--- src/rtl/wb_pkg.sv ---
// rtl/wb_pkg.sv - shared types for the register-file writeback front end
package wb_pkg;

  localparam int XLEN   = 32;
  localparam int REG_AW = 5;

  typedef struct packed {
    logic [REG_AW-1:0] rd;
    logic [XLEN-1:0]   wd;
  } wb_entry_t;

  // x0 is hard-wired, so it can never hold a pending write
  function automatic logic reg_busy(input logic [31:0] busy, input logic [REG_AW-1:0] idx);
    return (idx != '0) && busy[idx];
  endfunction

endpackage

--- src/rtl/sync_fifo.sv ---
// rtl/sync_fifo.sv - registered-occupancy FIFO of writeback entries
module sync_fifo
  import wb_pkg::*;
#(
  parameter int DEPTH = 4,
  localparam int AW = $clog2(DEPTH),
  localparam int CW = $clog2(DEPTH + 1)
) (
  input  logic          clk,
  input  logic          rst,
  input  logic          push,
  input  wb_entry_t     push_data,
  input  logic          pop,
  output wb_entry_t     head,
  output logic          full,
  output logic          empty,
  output logic [CW-1:0] count
);

  wb_entry_t       mem [DEPTH];
  logic [AW-1:0]   wr_ptr;
  logic [AW-1:0]   rd_ptr;
  logic            do_push;
  logic            do_pop;

  assign full    = (count == CW'(DEPTH));
  assign empty   = (count == '0);
  assign do_push = push && !full;
  assign do_pop  = pop && !empty;
  assign head    = mem[rd_ptr];

  always_ff @(posedge clk) begin
    if (do_push) begin
      mem[wr_ptr] <= push_data;
    end
  end

  // DEPTH is a power of two, so the pointers wrap naturally
  always_ff @(posedge clk) begin
    if (rst) begin
      wr_ptr <= '0;
      rd_ptr <= '0;
      count  <= '0;
    end else begin
      if (do_push) wr_ptr <= wr_ptr + 1'b1;
      if (do_pop)  rd_ptr <= rd_ptr + 1'b1;
      count <= count + CW'(do_push) - CW'(do_pop);
    end
  end

endmodule

--- src/rtl/writeback_arbiter.sv ---
// rtl/writeback_arbiter.sv - merges pipeline and long-latency results onto the register file write port
module writeback_arbiter #(
  parameter int XLEN  = 32,
  parameter int DEPTH = 4
) (
  input  logic            clk,
  input  logic            rst,
  input  logic            pipe_we_i,
  input  logic [4:0]      pipe_rd_i,
  input  logic [XLEN-1:0] pipe_wd_i,
  input  logic            ll_valid_i,
  output logic            ll_ready_o,
  input  logic [4:0]      ll_rd_i,
  input  logic [XLEN-1:0] ll_wd_i,
  input  logic            iss_valid_i,
  input  logic            iss_ll_i,
  input  logic [4:0]      iss_rs1_i,
  input  logic [4:0]      iss_rs2_i,
  input  logic [4:0]      iss_rd_i,
  output logic            iss_stall_o,
  output logic            rf_we_o,
  output logic [4:0]      rf_ad_o,
  output logic [XLEN-1:0] rf_wd_o,
  output logic [31:0]     busy_o
);

  import wb_pkg::*;

  localparam int CW = $clog2(DEPTH + 1);

  logic [31:0]   busy_q;
  logic [31:0]   busy_d;
  logic [CW-1:0] inflight_q;

  wb_entry_t     ll_entry;
  wb_entry_t     head;
  logic          fifo_full;
  logic          fifo_empty;
  logic [CW-1:0] fifo_count;
  logic          fifo_push;
  logic          fifo_pop;

  logic          pipe_own;
  logic          fifo_own;
  logic          ll_hs;
  logic          bypass;
  logic          ll_discard;
  logic          ll_write;
  logic          iss_fire;

  assign ll_entry = '{rd: ll_rd_i, wd: ll_wd_i};

  sync_fifo #(.DEPTH(DEPTH)) u_fifo (
    .clk       (clk),
    .rst       (rst),
    .push      (fifo_push),
    .push_data (ll_entry),
    .pop       (fifo_pop),
    .head      (head),
    .full      (fifo_full),
    .empty     (fifo_empty),
    .count     (fifo_count)
  );

  assign ll_ready_o = !rst && !fifo_full;
  assign ll_hs      = ll_valid_i && ll_ready_o;
  assign pipe_own   = pipe_we_i && (pipe_rd_i != '0);
  assign fifo_own   = !rst && !pipe_own && !fifo_empty;
  // A result only skips the FIFO when nothing is queued ahead of it
  assign bypass     = ll_hs && !pipe_own && (fifo_count == '0);
  assign ll_discard = ll_hs && (ll_rd_i == '0);
  assign ll_write   = fifo_own || (bypass && !ll_discard);
  assign fifo_push  = ll_hs && !bypass && !ll_discard;
  assign fifo_pop   = fifo_own;

  always_comb begin
    rf_we_o = 1'b0;
    rf_ad_o = '0;
    rf_wd_o = '0;
    if (!rst) begin
      if (pipe_own) begin
        rf_we_o = 1'b1;
        rf_ad_o = pipe_rd_i;
        rf_wd_o = pipe_wd_i;
      end else if (fifo_own) begin
        rf_we_o = 1'b1;
        rf_ad_o = head.rd;
        rf_wd_o = head.wd;
      end else if (bypass && !ll_discard) begin
        rf_we_o = 1'b1;
        rf_ad_o = ll_rd_i;
        rf_wd_o = ll_wd_i;
      end
    end
  end

  // Stall uses only registered state; a clear this cycle is seen next cycle
  assign iss_stall_o = !rst && iss_valid_i &&
                       (reg_busy(busy_q, iss_rs1_i) || reg_busy(busy_q, iss_rs2_i) ||
                        reg_busy(busy_q, iss_rd_i)  ||
                        (iss_ll_i && (inflight_q == CW'(DEPTH))));
  assign iss_fire    = iss_valid_i && iss_ll_i && !iss_stall_o;

  always_comb begin
    busy_d = busy_q;
    if (ll_write) busy_d[rf_ad_o] = 1'b0;
    if (iss_fire && (iss_rd_i != '0)) busy_d[iss_rd_i] = 1'b1;
    busy_d[0] = 1'b0;
  end

  always_ff @(posedge clk) begin
    if (rst) begin
      busy_q     <= '0;
      inflight_q <= '0;
    end else begin
      busy_q     <= busy_d;
      inflight_q <= inflight_q + CW'(iss_fire) - CW'(ll_write) - CW'(ll_discard);
    end
  end

  assign busy_o = busy_q;

endmodule

--- config.mk ---
export PLATFORM = sky130hd
export DESIGN_NAME = writeback_arbiter
export DESIGN_NICKNAME = d
export VERILOG_FILES = /design/src/rtl/wb_pkg.sv /design/src/rtl/sync_fifo.sv /design/src/rtl/writeback_arbiter.sv
export SDC_FILE = /design/constraint.sdc
export NUM_CORES = 1
export LEC_CHECK = 0
export BUFFER_PORTS_ARGS = -buffer_cell sky130_fd_sc_hd__buf_2
export CAP_MARGIN = 20
export CORE_ASPECT_RATIO = 1.25
export CORE_MARGIN = 2
export CORE_UTILIZATION = 30
export DETAILED_ROUTE_END_ITERATION = 16
export SLEW_MARGIN = 20
export SYNTH_ARGS = -nofsm -noshare
export SYNTH_HDL_FRONTEND = slang
export SYNTH_SLANG_ARGS = --single-unit
--- constraint.sdc ---
create_clock -name clk -period 3.7 [get_ports clk]
set_input_delay 0.37 -clock clk [delete_from_list [all_inputs] [get_ports clk]]
set_output_delay 0.37 -clock clk [all_outputs]
set_load 0.02 [all_outputs]
==> impl_metrics.json, run 1 <==
{
  "grt.met1_usage": 0.202,
  "busiest_layer": "met2",
  "finalHoldViolations": 0,
  "crit_end": "iss_stall_o",
  "drc": 0,
  "clk_latency_ns": 0.43,
  "cts_buffers": 17,
  "status": "complete, no violations",
  "rr_startpoint": "busy_o[13]",
  "diodes": 0,
  "reg2reg_slack_ns": 0.92,
  "wl_per_cell_um": 19.3,
  "power.internal_uw": 3770,
  "overflow": 0,
  "finalCriticalPeriod_ns": 3.11,
  "die_x_um": 158,
  "min_path_cells": 1,
  "gr-usage-all-layers": 0.152,
  "die_area_mm2": 0.0312,
  "skew_ns": 0.0181,
  "cp-start-kind": "flip-flop",
  "grt_max_degree": 38,
  "power.switching_uw": 1600,
  "stdcell_count": 1206,
  "rsz0062_at_grt": "false",
  "setup_viol": 0,
  "postSynthCellCount": 637,
  "numClockSinks": 191,
  "num_rows": 70,
  "synth_nets": 743,
  "layout_commonest_cell": "buf_2",
  "viasPerCell": 5.26,
  "io_buffers": 165,
  "power.total_uw": 5370,
  "clkPwrFrac": 0.344,
  "slew_viol_final": 0,
  "grtUsageMet2": 0.254,
  "fin_ws_ns": 0.593,
  "yosys-top-cells-area": "edfxtp_1 (50%), mux4_2 (13%), dfxtp_1 (9.6%), a22oi_1 (2.8%), o211ai_1 (2.8%)",
  "synth.cell_area_mm2": 0.00894,
  "pre_cts_slack_ns": 0.578,
  "cp_max_fo": 5,
  "power_density_mw_per_mm2": 492,
  "place_inst": 1174,
  "initial_core_util": 0.305,
  "hold_buffers": 0,
  "critPathRequiredTime_ns": 3.33,
  "cts-root-buf": "clkbuf_16",
  "synth_warnings": 0,
  "p_comb_frac": 0.199,
  "r2r.worst_path.cells": 9,
  "synth_area_leader_cell": "edfxtp_1",
  "hpwlAfterDp_mm": 16.0,
  "coreArea_mm2": 0.0293,
  "peakVddDrop_uv": 318,
  "max_cap_viol_count": 0,
  "ys_seq_area_frac": 0.593,
  "dieHeight_um": 197,
  "period_share": 0.840,
  "clock_path_buffers": 2,
  "antenna_found_initial": 2,
  "grtUsageMet3": 0.0296,
  "cp-end-kind": "output pin",
  "drtIter0Drc": 510,
  "cts_setup_buffers": 0,
  "yosys.cell_types.count": 63,
  "grt_pass1_vias": 6179,
  "leakagePower_uw": 0.00385,
  "cts_resized": 0,
  "grt_pass1_wl_mm": 35.8,
  "ys_ff_latch": 191,
  "clkTransAtPathRegs_ns": 0.09,
  "ios": 167,
  "place.gp.congestion": 0.842,
  "fin_tns_setup_ns": 0,
  "htreeDepth": 4,
  "routed_wl_mm": 23.3,
  "drive_gt1_frac": 0.352,
  "seqPwrFrac": 0.458,
  "finalNetCount": 903,
  "hold_class": "input pin to flip-flop",
  "fmax_mhz": 322,
  "ant_nets": 0,
  "synthFlopType": "edfxtp_1",
  "p_sw_frac": 0.297,
  "syn_area_per_cell_um2": 14.0,
  "crit_type": "flip-flop to output pin",
  "mostFrequentLayoutCells": "buf_2 (165), edfxtp_1 (148), mux4_2 (52)",
  "rr_endpoint": "inflight_q[1]",
  "async_reset_ff_frac": 0,
  "crit_arrival_ns": 2.74,
  "critical_path.startpoint": "busy_o[13]",
  "syn2layout_area_growth_pct": 22.0,
  "cts_tree": "done",
  "yosysTopAreaCellShare": 0.497,
  "worstMarginPinSlew_ns": 0.824,
  "vias": 6344,
  "relSlewSlack": 0.446,
  "synth-edff-count": 148,
  "firstDrtPassIters": 5
}
==> layer usage <==
metal / wire length [um] / vias to the layer above
met5: 27 / -
met4: 358 / 4
met3: 1480 / 27
met2: 11300 / 264
met1: 10100 / 3169
li1: - / 2880
==> Yosys cell counts (3+ instances only) <==
master      n
edfxtp_1  148
mux4_2     52
dfxtp_1    43
nand2_1    42
a21oi_1    38
a22oi_1    33
clkbuf_1   33
o211ai_1   33
o21ai_0    30
inv_1      16
nand3_1    16
nor2_1     15
mux2i_1    13
nor2b_1    10
ha_1        9
nand3b_1    9
and2_1      8
a211oi_1    7
nor3_1      6
nand4_1     5
a31oi_1     4
o21ai_1     4
xnor2_1     4
buf_1       3
buf_2       3
mux2_2      3
xor2_1      3
==> area by class of cell <==
class | count | area (um2)
tap | 396 | 495
sequential | 191 | 5310
timing repair buffer | 182 | 1000
multi-input combinational | 389 | 3440
fill | 2808 | 18400
clock buffer | 17 | 425
inverter | 16 | 60.1
clock inverter | 15 | 181
==> logic make-up (layout without fill, tap and decap cells) <==
| logic type | Yosys count | count (layout) | synth area share |
|---|---|---|---|
| XOR/XNOR | 7 | 7 | 0.00686 |
| adder cells (fa/ha/maj) | 11 | 11 | 0.0171 |
| other | 1 | 1 | 0.000419 |
| buffers and inverters | 57 | 230 | 0.0252 |
| AND/OR/NAND/NOR | 133 | 133 | 0.0816 |
| multiplexers | 68 | 68 | 0.149 |
| flip-flops | 191 | 191 | 0.593 |
| AO/OA/AOI/OAI | 169 | 169 | 0.126 |
==> power by group through the flow <==
stage                     sequential, uW  clock, uW  combinational (uW)
after floorplan                     2490          0                 730
after global placement              2500          0                1070
after detailed placement            2510          0                1080
after CTS                           2460       1890                1080
after global routing                2470       1990                1170
final                               2460       1850                1070
==> sequential cells by signal (all words and copies together) (netlist names), named ones only <==
register,count
inflight_q,3
u_fifo.count,3
u_fifo.rd_ptr,2
u_fifo.mem,148
busy_o,31
u_fifo.wr_ptr,2
==> worst min-delay path by stage <==
stage                      from                 to
2_1_floorplan        ll_wd_i[0]   u_fifo.mem[0][0]
3_3_place_gp   u_fifo.rd_ptr[1]          flip-flop
3_5_place_dp   u_fifo.rd_ptr[1]          flip-flop
4_1_cts             ll_wd_i[21]  u_fifo.mem[2][21]
5_1_grt             ll_wd_i[18]  u_fifo.mem[2][18]
6_report            ll_wd_i[22]  u_fifo.mem[2][22]
==> worst max-delay path, cell delays in order, from the launching register on <==
cell and delay, ns:
dfxtp_1 0.39, mux4_2 0.50, o2111ai_1 0.21, o41ai_1 0.16
nor4_4 0.40, nand4b_1 0.24, and3_1 0.26, buf_2 0.16
==> per-stage QoR <==
step	hold slack, ns	cell area, um2	util
final	0.166	10900	0.372
after global routing	0.151	10900	0.372
after CTS	0.146	10900	0.372
after detailed placement	0.527	10300	0.351
after global placement	0.503	10300	0.351
after floorplan	0.469	8940	-
Note: power is estimated with default switching activity, not from simulation.
==> run 2, diff against run 1 <==
--- a/config.mk
+++ b/config.mk
@@ -5,6 +5,7 @@
 export SDC_FILE = /design/constraint.sdc
 export NUM_CORES = 1
 export LEC_CHECK = 0
+export ABC_AREA = 1
 export BUFFER_PORTS_ARGS = -buffer_cell sky130_fd_sc_hd__buf_2
 export CAP_MARGIN = 20
 export CORE_ASPECT_RATIO = 1.25
==> constraint.sdc (replaced) <==
create_clock -name clk -period 3.1 [get_ports clk]
set_input_delay 0.31 -clock clk [delete_from_list [all_inputs] [get_ports clk]]
set_output_delay 0.31 -clock clk [all_outputs]
set_load 0.02 [all_outputs]
==> run 2 against run 1 <==
Net effect:
- sequential cell count unchanged
- die area rose by 9.1%
- first-iteration DRC count is 63% higher
- total power grew 25%
- sequential power rose by 20%
- final cell count up 37%
- clock skew about the same
- synthesized area rose by 9.3%
- utilization decreased by 0.70 points
- register-to-register slack got worse by 0.33 ns
- via count rose by 35%
- critical path type unchanged
- highest routed layer unchanged
==> impl_metrics.json, run 2 <==
{
  "status": "complete, no violations",
  "syn_area_per_cell_um2": 8.96,
  "syn2layout_area_growth_pct": 19.4,
  "cts_buffers": 17,
  "mostFrequentLayoutCells": "nand2_1 (168), buf_2 (165), nor2_1 (162)",
  "drtIter0Drc": 829,
  "viasPerCell": 5.18,
  "leakagePower_uw": 0.00453,
  "setup_viol": 0,
  "max_cap_viol_count": 0,
  "cts-root-buf": "clkbuf_16",
  "ios": 167,
  "min_path_cells": 1,
  "fill_cells": 3239,
  "initial_core_util": 0.306,
  "io_buffers": 165,
  "fmax_mhz": 344,
  "regMostFlops": "u_fifo.mem",
  "synth_warnings": 0,
  "yosysMostFrequentCell": "nand2_1",
  "crit_arrival_ns": 2.60,
  "fin_tns_setup_ns": 0,
  "drive_gt1_frac": 0.215,
  "antenna_found_initial": 4,
  "hpwlAfterDp_mm": 19.3,
  "worstMarginPinSlew_ns": 1.03,
  "cp_max_fo": 74,
  "skew_ns": 0.0177,
  "synthFlopType": "edfxtp_1",
  "async_reset_ff_frac": 0,
  "cp-end-kind": "output pin",
  "clkTransAtPathRegs_ns": 0.08,
  "synth_area_leader_cell": "edfxtp_1",
  "ys_ff_latch": 191,
  "vias": 8570,
  "place.gp.congestion": 0.909,
  "crit_type": "flip-flop to output pin",
  "clock_path_buffers": 2,
  "die_x_um": 165,
  "drc": 0,
  "layout_commonest_cell": "nand2_1",
  "peakVddDrop_uv": 430,
  "num_rows": 73,
  "period_share": 0.938,
  "grt_pass1_wl_mm": 43.8,
  "slew_viol_final": 0,
  "routed_wl_mm": 28.6,
  "holdWs_ns": 0.0982,
  "yosys.cell_types.count": 44,
  "r2r.worst_path.cells": 13,
  "hold_buffers": 0,
  "clk_latency_ns": 0.44,
  "cp-start-kind": "flip-flop",
  "finalHoldViolations": 0,
  "dieHeight_um": 206,
  "rsz0062_at_grt": "false",
  "largest_reg_flops": 148,
  "synth-edff-count": 148,
  "postSynthCellCount": 1091,
  "yosysTopAreaCellShare": 0.455,
  "coreArea_mm2": 0.0320,
  "synth_nets": 1197,
  "synthTopCellsByCount": "nand2_1 (168), nor2_1 (166), edfxtp_1 (148), o21ai_0 (103), inv_1 (73)",
  "htreeDepth": 4,
  "ys_seq_area_frac": 0.543,
  "grt_pass1_vias": 8156,
  "wl_per_cell_um": 17.3,
  "power_density_mw_per_mm2": 573,
  "gr-usage-all-layers": 0.167,
  "die_area_mm2": 0.0341,
  "relSlewSlack": 0.311,
  "hold_class": "input pin to flip-flop",
  "numClockSinks": 191,
  "overflow": 0,
  "synth.cell_area_mm2": 0.00978,
  "finalCriticalPeriod_ns": 2.91,
  "grt_max_degree": 75,
  "cts_tree": "done",
  "critPathRequiredTime_ns": 2.79,
  "ant_nets": 0,
  "firstDrtPassIters": 5,
  "finalNetCount": 1333,
  "yosys-top-cells-area": "edfxtp_1 (45%), dfxtp_1 (8.8%), nand2_1 (6.5%), nor2_1 (6.4%), o21ai_0 (5.3%)"
}
-- run 2: cell count changes in the layout (fill, tap and decap cells not counted), sizes merged, moves of 28 or more --
cell    previous run  this run
o21ai             34       122
a221oi             0        28
nand4              5        39
nand2             42       173
o22ai              1        31
a21oi             38        66
nand3             16        71
o211ai            33         2
inv               24        98
nor2              15       178
mux4              52         0
a22oi             33         0
-- run 2: metal layers --
metal  vias up  track usage  routed length [um]
met1      4049        0.210               12100
met5         -            0                  22
met3        33       0.0433                2520
li1       4092            -                   -
met2       392        0.279               13400
met4         4       0.0517                 478
-- run 2: repair_timing --
action	4_1_cts	5_1_grt
setup endpoints to repair	1	1
resized for setup	1	1
setup buffers	0	0
hold endpoints to repair	0	0
-- run 2: kinds of logic after synthesis --
| group | synth area share |
|---|---|
| AND/OR/NAND/NOR | 0.216 |
| AO/OA/AOI/OAI | 0.148 |
| flip-flops | 0.543 |
| buffers and inverters | 0.0753 |
| adder cells (fa/ha/maj) | 0.0156 |
| XOR/XNOR | 0.00179 |
| other | 0.000384 |
-- run 2: final timing paths --
check | from | end | slack [ns]
worst max-delay path | flip-flop | rf_ad_o[2] | 0.19
worst min-delay path | ll_wd_i[17] | u_fifo.mem[3][17] | 0.1
worst max register to register | u_fifo.count[1] | busy_o[3] | 0.59
worst min register to register | inflight_q[2] | inflight_q[2] | 0.47
-- run 2: through the flow --
step / instances / setup WS, ns / utilization / area (um2) / total power, uW
2_1_floorplan: 1091 / -0.156 / - / 9780 / 3900
3_3_place_gp: 1620 / 0.405 / 0.344 / 11000 / 4360
3_5_place_dp: 1620 / 0.386 / 0.344 / 11000 / 4370
4_1_cts: 1652 / 0.167 / 0.365 / 11700 / 6740
5_1_grt: 1653 / 0.00725 / 0.365 / 11700 / 7000
6_report: 1654 / 0.192 / 0.365 / 11700 / 6690
-- run 2: area by class of cell --
class,instances,area [um2],share of cell area
multi-input combinational,741,3760,0.323
sequential,191,5310,0.455
clock buffer,17,425,0.0365
timing repair buffer,186,1060,0.0910
inverter,90,355,0.0305
clock inverter,15,233,0.0199
antenna,2,5.00,0.000429
tap,412,515,0.0442
-- run 2: worst max-delay path, stage by stage (launching register included) --
cell and delay (ns):
dfxtp_2 0.37, buf_6 0.46, o21ai_0 0.18, o22ai_1 0.27, nor2_1 0.09, nor2_1 0.09
nand3_1 0.09, buf_4 0.19, inv_2 0.19, buf_2 0.23
-- run 2: power breakdown --
part           switching [uW]  total (uW)  internal (uW)
logic                     948        1380            432
clock network            1150        2370           1220
registers                47.7        2940           2890
total                    2150        6690           4540
